--- src/rtl/fpu_add_arbiter.sv ---
// fpu_add_arbiter
// Round-robin front end that shares one FP16 adder controller among N_REQ
// requesters. One transaction is in flight at a time: a request is issued as a
// single-cycle Add_data_valid pulse, and the controller's single-cycle
// Add_dataout_valid result is parked on Rsp_* until the owner acknowledges it.
// A watchdog synthesises a quiet-NaN response if the controller never answers.
module fpu_add_arbiter #(
  parameter int  N_REQ   = 4,
  parameter int  TIMEOUT = 64,
  localparam int ID_W    = $clog2(N_REQ),
  localparam int DATA_W  = 16
) (
  input  logic                    CLK,
  input  logic                    RST,
  input  logic [N_REQ-1:0]        Req_valid,
  input  logic [DATA_W*N_REQ-1:0] Req_datain1,
  input  logic [DATA_W*N_REQ-1:0] Req_datain2,
  input  logic [3*N_REQ-1:0]      Req_mode,
  output logic [N_REQ-1:0]        Req_ack,
  output logic [N_REQ-1:0]        Rsp_valid,
  output logic [DATA_W-1:0]       Rsp_dataout,
  output logic [2:0]              Rsp_exc,
  input  logic [N_REQ-1:0]        Rsp_ack,
  output logic [DATA_W-1:0]       Add_datain1,
  output logic [DATA_W-1:0]       Add_datain2,
  output logic [2:0]              Add_mode,
  output logic                    Add_data_valid,
  input  logic [DATA_W-1:0]       Add_dataout,
  input  logic [2:0]              Add_exc,
  input  logic                    Add_dataout_valid,
  output logic                    Busy,
  output logic [ID_W-1:0]         Grant_id,
  output logic [7:0]              Drop_cnt
);

  // Watchdog must be able to hold TIMEOUT-1.
  localparam int WD_W = $clog2(TIMEOUT + 1);

  // Quiet NaN returned when the controller stays silent.
  localparam logic [DATA_W-1:0] TIMEOUT_DATA = 16'h7FC0;
  localparam logic [2:0]        TIMEOUT_EXC  = 3'b100;

  typedef enum logic [1:0] {
    IDLE = 2'd0,
    WAIT = 2'd1,
    RESP = 2'd2
  } state_t;

  state_t              state_q;
  logic [ID_W-1:0]     ptr_q;
  logic [ID_W-1:0]     grant_q;
  logic [WD_W-1:0]     wd_q;

  logic [N_REQ-1:0]    req_ack_q;
  logic [N_REQ-1:0]    rsp_valid_q;
  logic [DATA_W-1:0]   rsp_data_q;
  logic [2:0]          rsp_exc_q;
  logic [DATA_W-1:0]   add_d1_q;
  logic [DATA_W-1:0]   add_d2_q;
  logic [2:0]          add_mode_q;
  logic                add_vld_q;
  logic                busy_q;
  logic [7:0]          drop_q;

  logic [ID_W-1:0]     grant_d;
  logic                wd_expired_d;
  logic                stray_d;

  // Saturating increment for the dropped-response counter.
  function automatic logic [7:0] sat_inc8(input logic [7:0] v);
    return (v == 8'hFF) ? v : v + 8'd1;
  endfunction

  // Pointer advance with wrap at N_REQ (N_REQ need not be a power of two).
  function automatic logic [ID_W-1:0] wrap_inc(input logic [ID_W-1:0] g);
    return (g == ID_W'(N_REQ - 1)) ? '0 : g + 1'b1;
  endfunction

  // Index to one-hot requester vector.
  function automatic logic [N_REQ-1:0] onehot(input logic [ID_W-1:0] g);
    logic [N_REQ-1:0] r;
    r    = '0;
    r[g] = 1'b1;
    return r;
  endfunction

  // First requesting index at or after ptr, searching upward with wrap.
  // Walking k downward lets the smallest distance from ptr win.
  function automatic logic [ID_W-1:0] rr_pick(input logic [N_REQ-1:0] req,
                                              input logic [ID_W-1:0]  ptr);
    logic [ID_W-1:0] pick;
    int              idx;
    pick = ptr;
    for (int k = N_REQ - 1; k >= 0; k--) begin
      idx = int'(ptr) + k;
      if (idx >= N_REQ) idx = idx - N_REQ;
      if (req[idx]) pick = ID_W'(idx);
    end
    return pick;
  endfunction

  assign grant_d      = rr_pick(Req_valid, ptr_q);
  assign wd_expired_d = (wd_q == WD_W'(TIMEOUT - 1));
  assign stray_d      = Add_dataout_valid && (state_q != WAIT);

  // Arbitration FSM: issue, wait for result or watchdog, hold until acknowledged.
  always_ff @(posedge CLK) begin
    if (RST) begin
      state_q     <= IDLE;
      ptr_q       <= '0;
      grant_q     <= '0;
      wd_q        <= '0;
      req_ack_q   <= '0;
      rsp_valid_q <= '0;
      rsp_data_q  <= '0;
      rsp_exc_q   <= '0;
      add_d1_q    <= '0;
      add_d2_q    <= '0;
      add_mode_q  <= '0;
      add_vld_q   <= 1'b0;
      busy_q      <= 1'b0;
      drop_q      <= '0;
    end else begin
      // Handshake pulses last exactly one cycle.
      req_ack_q <= '0;
      add_vld_q <= 1'b0;

      // A result with no transaction waiting for it is counted and discarded.
      if (stray_d) drop_q <= sat_inc8(drop_q);

      unique case (state_q)
        IDLE: begin
          if (|Req_valid) begin
            add_d1_q   <= Req_datain1[DATA_W*int'(grant_d) +: DATA_W];
            add_d2_q   <= Req_datain2[DATA_W*int'(grant_d) +: DATA_W];
            add_mode_q <= Req_mode[3*int'(grant_d) +: 3];
            grant_q    <= grant_d;
            req_ack_q  <= onehot(grant_d);
            add_vld_q  <= 1'b1;
            wd_q       <= '0;
            busy_q     <= 1'b1;
            state_q    <= WAIT;
          end
        end

        WAIT: begin
          wd_q <= wd_q + 1'b1;
          // A real result on the watchdog's terminal cycle takes priority.
          if (Add_dataout_valid) begin
            rsp_data_q  <= Add_dataout;
            rsp_exc_q   <= Add_exc;
            rsp_valid_q <= onehot(grant_q);
            state_q     <= RESP;
          end else if (wd_expired_d) begin
            rsp_data_q  <= TIMEOUT_DATA;
            rsp_exc_q   <= TIMEOUT_EXC;
            rsp_valid_q <= onehot(grant_q);
            state_q     <= RESP;
          end
        end

        RESP: begin
          // Only the owner's acknowledge releases the response.
          if (Rsp_ack[grant_q]) begin
            rsp_valid_q <= '0;
            ptr_q       <= wrap_inc(grant_q);
            busy_q      <= 1'b0;
            state_q     <= IDLE;
          end
        end

        default: begin
          state_q <= IDLE;
        end
      endcase
    end
  end

  assign Req_ack        = req_ack_q;
  assign Rsp_valid      = rsp_valid_q;
  assign Rsp_dataout    = rsp_data_q;
  assign Rsp_exc        = rsp_exc_q;
  assign Add_datain1    = add_d1_q;
  assign Add_datain2    = add_d2_q;
  assign Add_mode       = add_mode_q;
  assign Add_data_valid = add_vld_q;
  assign Busy           = busy_q;
  assign Grant_id       = grant_q;
  assign Drop_cnt       = drop_q;

endmodule

--- config.mk ---
export PLATFORM = sky130hd
export DESIGN_NAME = fpu_add_arbiter
export DESIGN_NICKNAME = d
export VERILOG_FILES = /design/src/rtl/fpu_add_arbiter.sv
export SDC_FILE = /design/constraint.sdc
export NUM_CORES = 1
export LEC_CHECK = 0
export CAP_MARGIN = 20
export CORE_MARGIN = 2
export CORE_UTILIZATION = 41
export CTS_CLUSTER_DIAMETER = 150
export DETAILED_ROUTE_END_ITERATION = 7
export HOLD_SLACK_MARGIN = 0.08
export PLACE_DENSITY = 0.86
export SLEW_MARGIN = 15
export SYNTH_ARGS = -nofsm -noshare
export SYNTH_HDL_FRONTEND = slang
export SYNTH_SLANG_ARGS = --single-unit
--- constraint.sdc ---
create_clock -name CLK -period 4.6 [get_ports CLK]
set_input_delay 0.46 -clock CLK [delete_from_list [all_inputs] [get_ports CLK]]
set_output_delay 0.46 -clock CLK [all_outputs]
set_load 0.1 [all_outputs]
==> flow_metrics.py <==
metrics = {
    "timing": {
        "rsz_0062_raised_after_global_routing": "no",
        "layout_worst_path_cycle_share": 0.595,
        "period_needed_ns": 2.74,
        "hold_violations": 0,
        "final-setup-viol-count": 0,
        "final.setup.tns_ns": 0,
        "peak_freq_mhz": 365,
        "timing_max_transition_violations_final": 0,
        "max_slew_margin": 0.279,
        "timing.clock.skew_ns": 0.00562,
        "tightestPinTransition_ns": 1.08,
    },
    "cts": {
        "postCtsSetupBuffers": 0,
        "clock_path_buffers": 2,
        "cts_max_level": 3,
        "cts.hold.buffers_added": 0,
        "cts_tree": "yes",
        "clock_latency_ns": 0.34,
        "cts.sinks": 85,
        "tritoncts.num_buffers": 9,
        "clock_tree.root_cell": "clkbuf_16",
        "cts_resized": 0,
        "clk_transition_reported_paths_ns": 0.07,
    },
    "final_layout": {
        "number_of_fill_cells": 972,
        "finish.cell_count_without_fillers": 912,
        "nets": 935,
        "area_delta_synth_final_pct": 55.6,
        "share_of_layout_cells_above_drive_strength_1": 0.131,
        "final_util": 0.651,
    },
    "yosys": {
        "post_synth_main_area_contributors": "dfxtp_1 (34%), a221oi_2 (8.7%), a211oi_2 (8.5%), nor2_1 (6.7%), nor4b_1 (6.2%)",
        "post_synth_fa_ha_maj_area_fraction": 0.0151,
        "yosys_warnings": 0,
        "syn_area_per_cell_sq_um": 8.97,
        "synth.net_count": 731,
        "synthArstFlopShare": 0,
        "synth_cell_type_count": 56,
        "ys_dominant_reg_cell": "dfxtp_1",
        "synth_largest_type_area_fraction": 0.342,
        "synth-xor-area-share": 0.00703,
        "largest_family_of_logic_cells_by_synthesized_area": "compound AO/OA/AOI/OAI gates",
        "syn_inst": 555,
        "yosysTopAreaCell": "dfxtp_1",
        "yosysSeqAreaShare": 0.342,
        "post_synth_instance_area_sq_mm": 0.00498,
        "share_of_the_synthesized_area_in_compound_gates_ao_oa_aoi_oai": 0.360,
        "post_synth_and_or_nand_nor_area_fraction": 0.202,
        "synth.area.mux_share": 0.0108,
        "synth_edf_count": 0,
        "ys_ff_latch": 85,
    },
    "worst_setup_path": {
        "timing.critical_path.required_ns": 4.79,
        "critical_path.endpoint_type": "register",
        "worstPathMaxFanout": 52,
        "worst_ep_arrival_time_ns": 2.92,
        "worst_setup_path_start_kind": "primary input",
        "crit_type": "in2reg",
    },
    "global_routing": {
        "global_route.usage.met1": 0.299,
        "grt_max_degree": 82,
        "grt_pass1_wl_mm": 26.9,
        "grt.busiest_layer": "met2",
        "global_route.usage.met2": 0.457,
        "globalRouteOverflowTotal": 0,
        "grt_antenna_before_repair": 1,
        "vias_in_the_first_global_route": 5370,
        "grt_met3_use": 0.0598,
        "global_route.usage.total": 0.257,
    },
    "route": {
        "drt.antenna.violating_nets": 0,
        "drc": 0,
        "detailedRoute.firstPassIterationCount": 7,
        "drt_first_iter_violations": 446,
        "average_vias_per_placed_instance": 5.82,
        "via_count": 5312,
        "wirelength_mm": 17.0,
        "routedWlPerCell_microns": 18.6,
    },
    "placed_design": {
        "io_buffer_count": 243,
        "place.detailed.hpwl_mm": 12.2,
        "dp.cells": 895,
        "globalplace.congestion": 0.828,
    },
    "outcome": {
        "run_status": "completed",
    },
    "power": {
        "power.leakage_nw": 2.61,
        "power.ir.vdd_worst_v": 0.000214,
        "power_density_mw_per_mm2": 357,
    },
    "floorplan": {
        "ioPinCount": 244,
        "starting_density_of_the_core": 0.418,
        "die_area_sq_mm": 0.0130,
        "core.rowCount": 40,
        "core_region_area_sq_mm": 0.0119,
        "die-height_microns": 114,
        "die_width_microns": 114,
    },
    "worst_hold_path": {
        "hold_path_class": "reg2reg",
    },
    "run": {
        "max_cap_viol_count": 0,
    },
}
[registers in the layout (all words and copies together) (netlist names), 3 cells and up]
signal and cells:
Add_datain1 16, Add_datain2 16, Rsp_dataout 16, Drop_cnt 8
wd_q 7, Req_ack 4, Rsp_valid 4, Add_mode 3
Rsp_exc 3
[worst paths after layout]
| path | cells past startpoint | to | slack [ns] | from |
|---|---|---|---|---|
| setup / recovery | 7 | Add_datain1[15] | 1.86 | Req_valid[0] |
| setup reg to reg | 6 | Add_datain2[14] | 2.11 | ptr_q[1] |
| hold reg to reg | 2 | Rsp_valid[0] | 0.48 | Rsp_valid[0] |
| hold / removal | 2 | Rsp_valid[0] | 0.48 | Rsp_valid[0] |
[synthesized netlist by cell type (6+ instances only)]
cell	instances
clkbuf_1	24
dfxtp_1	85
o21ai_1	36
a21oi_1	24
a221oi_2	29
a221oi_1	6
inv_1	8
a211oi_2	34
nand2b_1	6
buf_2	29
nor3_1	14
o31a_1	35
a22oi_1	9
ha_1	6
nand2_1	16
nand3_1	10
nor4b_1	35
nor2_1	89
[per-layer routing]
layer / up-vias / part of all wire
li1: 2523 / -
met2: 221 / 0.50
met3: 30 / 0.069
met4: 0 / 0.024
met5: - / 0
met1: 2538 / 0.40
[kinds of logic (layout without fill, tap and decap cells)]
| kind of cell | after synthesis | after routing |
|---|---|---|
| flip-flops | 85 | 85 |
| AND/OR/NAND/NOR | 191 | 191 |
| multiplexers | 4 | 4 |
| other | 0 | 1 |
| AO/OA/AOI/OAI | 198 | 198 |
| XOR/XNOR | 4 | 4 |
| adder cells (fa/ha/maj) | 6 | 6 |
| buffers and inverters | 67 | 276 |
[metrics by stage]
stage | worst slack [ns] | cell area [sq um] | hold WS (ns) | power, mW
2_1_floorplan | 2.32 | 4980 | 0.451 | 1.63
3_3_place_gp | 1.59 | 7420 | 0.456 | 1.96
3_5_place_dp | 1.51 | 7420 | 0.461 | 1.98
4_1_cts | 1.87 | 7750 | 0.473 | 2.78
5_1_grt | 1.62 | 7750 | 0.506 | 2.87
6_report | 1.86 | 7750 | 0.477 | 2.77
[cells in the final DEF, fill, tap and decap left out, drive strengths merged, types with 2 or more instances in the layout]
cell type,Yosys,final
a211oi,38,38
a21boi,2,2
a21oi,25,25
a221oi,35,35
a22oi,9,9
and2,4,4
buf,34,9
bufinv,0,2
clkbuf,24,11
clkdlybuf4s50,0,242
clkinvlp,0,2
dfxtp,85,85
ha,6,6
inv,9,9
mux2i,2,2
nand2,16,16
nand2b,6,6
nand3,10,10
nand3b,2,2
nand4,3,3
nor2,89,89
nor2b,2,2
nor3,15,15
nor4b,35,35
o21ai,41,41
o31a,35,35
or4,2,2
xnor2,3,3
[power breakdown]
group          switching (mW)  internal [mW]
clock network           0.307          0.492
logic                   0.747          0.377
registers              0.0414          0.802
total                    1.10           1.67
[critical path, cell delays in order]
cell and delay [ns]:
clkdlybuf4s50_1 0.68, nand2b_1 0.23, a21boi_4 0.50, buf_4 0.54, nor4b_1 0.13, o21ai_1 0.26
a211oi_2 0.10
[final cells by class]
cell class,instances,area [sq um],share of cell area
multi-input combinational,403,3010,0.389
inverter,9,33.8,0.00436
clock buffer,11,243,0.0313
clock inverter,5,83.8,0.0108
tap,147,184,0.0237
timing repair buffer,251,2490,0.321
sequential,85,1700,0.219
antenna,1,2.50,0.000323
No activity file was read; power rests on OpenSTA's default activity.
==> RTL edit, RTL diff (same flow settings) <==
Register the input `Req_mode` before use. The logic sees it one clock later. The other inputs are not delayed to match.
--- a/src/rtl/fpu_add_arbiter.sv
+++ b/src/rtl/fpu_add_arbiter.sv
@@ -47,2 +47,8 @@
   } state_t;
+
+  logic [3*N_REQ-1:0] Req_mode_q;
+
+  always_ff @(posedge CLK) begin
+    Req_mode_q <= Req_mode;
+  end
 
@@ -135,3 +141,3 @@
             add_d2_q   <= Req_datain2[DATA_W*int'(grant_d) +: DATA_W];
-            add_mode_q <= Req_mode[3*int'(grant_d) +: 3];
+            add_mode_q <= Req_mode_q[3*int'(grant_d) +: 3];
             grant_q    <= grant_d;
Behaviour: not the same (Yosys sat finds a counterexample within 4 cycles, from zero or initial values and one cycle with RST high).
==> RTL edit against the unedited design <==
The run now ends with DRC left. Worst setup slack got worse by 200 ps. Critical path depth did not move. Wire length fell by 0.91%. Synthesized area fell by 1.9%. Power rose by 0.81%. Combinational power fell by 4%. Via count rose by 2.6%. Sequential cell count rose by 12. Non-clock buffer count rose by 2. Final area fell by 1.6%. Critical path type unchanged. Critical endpoint is now Add_datain2[4]$_SDFFE_PP0N_.
==> RTL edit: results (changes against the unedited design) <==
| Metric | Value |
|---|---|
| Status | complete, but fails checks |
| Failing checks | DRC |
| Post-synthesis sequential area ratio | 39.72% (+5.6 points) |
| Worst Hold Launch | Rsp_valid[3]$_SDFFE_PP0P_ |
| Total GRT Usage | 25.65% (-0.095 points) |
| Synth area leaders | dfxtp_1 40%, nor2_1 7.1%, a221oi_1 6.3%, nor4b_1 6.3%, o31a_1 6.3% |
| Metal2 WL | 8456 um (-1.4%) |
| Largest net degree at the start of global routing | 43 (-48%) |
| Reg2Reg Depth | 5 (-1) |
| Clk_lat worst skew | 340 ps (about the same) |
| Clk pin slew, worst setup/hold paths | 70 ps (about the same) |
| Worst Path Arrival | 3170 ps (+250 ps) |
| Switch share | 39.00% (-0.62 points) |
| Total nets after synthesis | 745 (+1.9%) |
| Detailed-route DRC error count | 10 (+10) |
| Vias in the first global route | 5,350 (-0.37%) |
| Flop2flop setup slack | 2000 ps (-110 ps) |
| Met2 GRT Util | 44.55% (-1.2 points) |
| Layout Nets | 950 (+1.6%) |
| Via-per-instance ratio | 5.909 (+1.4%) |
| Top sig layer | met5 |
| CP max FO | 42 (-19%) |
| First-pass GRT wire length | 26,410 um (-1.9%) |
| Critical path's largest stage delay | 860 ps (+180 ps) |
| VDD IR-drop max | 0.1863 mV (-13%) |
| Final GP Congestion | 0.9222 (+11%) |
| P_clk | 766 uW (-4.1%) |
| Highest-delay cell along the critical path | a21boi_4 |
| Post-DP HPWL | 12,270 um (+0.32%) |
| Worst Hold Path EP | Rsp_valid[3]$_SDFFE_PP0P_ |
| Layout cell share with drive strength beyond 1 | 4.750% (-8.3 points) |
| Met3 Routed Length | 1041 um (-12%) |
| Max Clk Rate | 0.3405 GHz (-6.7%) |
| Number of diodes | 0 (-1) |
| Reg2Reg Capture Point | Add_datain2[4]$_SDFFE_PP0N_ |
| Synth cell types | 50 (-11%) |
| Clock skew | 8.771 ps (+3.153 ps) |
| GRT met1 Usage | 30.90% (+0.97 points) |
| Pleak | 0.002644 uW (+1.4%) |
| Pre-CTS WS | 1274 ps (-234.0 ps) |
| WL/cell | 18.26 um (-2.0%) |
| Initial DRC count | 368 (-17%) |
| Comb pwr share | 38.2% (-2.4 points) |
| Max-slew headroom | 29.15% (+1.2 points) |
| GR Util met3 | 4.499% (-1.5 points) |
| Synth cell count leaders | 97 x dfxtp_1, 93 x nor2_1 |
[RTL edit: final cells by class]
type,count,area (um^2),area share (%)
sequential,97,1942,25.46
tap,143,178.9,2.346
inverter,4,15.01,0.1969
timing repair buffer,253,2510,32.91
multi-input combinational,409,2676,35.09
clock buffer,10,239.0,3.134
clock inverter,6,65.06,0.8532
[RTL edit: critical path: cells and delay by family]
family | cells | cell delay, ps
compound gates | 4 | 1350
buf+inv | 2 | 1140
simple gates | 1 | 220
[RTL edit: stage by stage]
stage	utilization (%)	area [um^2]	std cells	total power [uW]	hold slack (ps)
3_3_place_gp	63.45	7307	905	2014	449.8
4_1_cts	66.09	7611	921	2800	471.8
2_1_floorplan	-	4888	569	1692	443.6
5_1_grt	66.22	7626	922	2899	510.5
6_report	66.22	7626	922	2788	475.3
3_5_place_dp	63.45	7307	905	2032	460.3
[RTL edit: kinds of logic after synthesis]
logic type	synth area share [%]
flops	39.72
compound gates	29.87
fa+ha+maj	1.536
mux	0.6654
xor+xnor	0.7168
simple gates	21.47
buf+inv	6.015
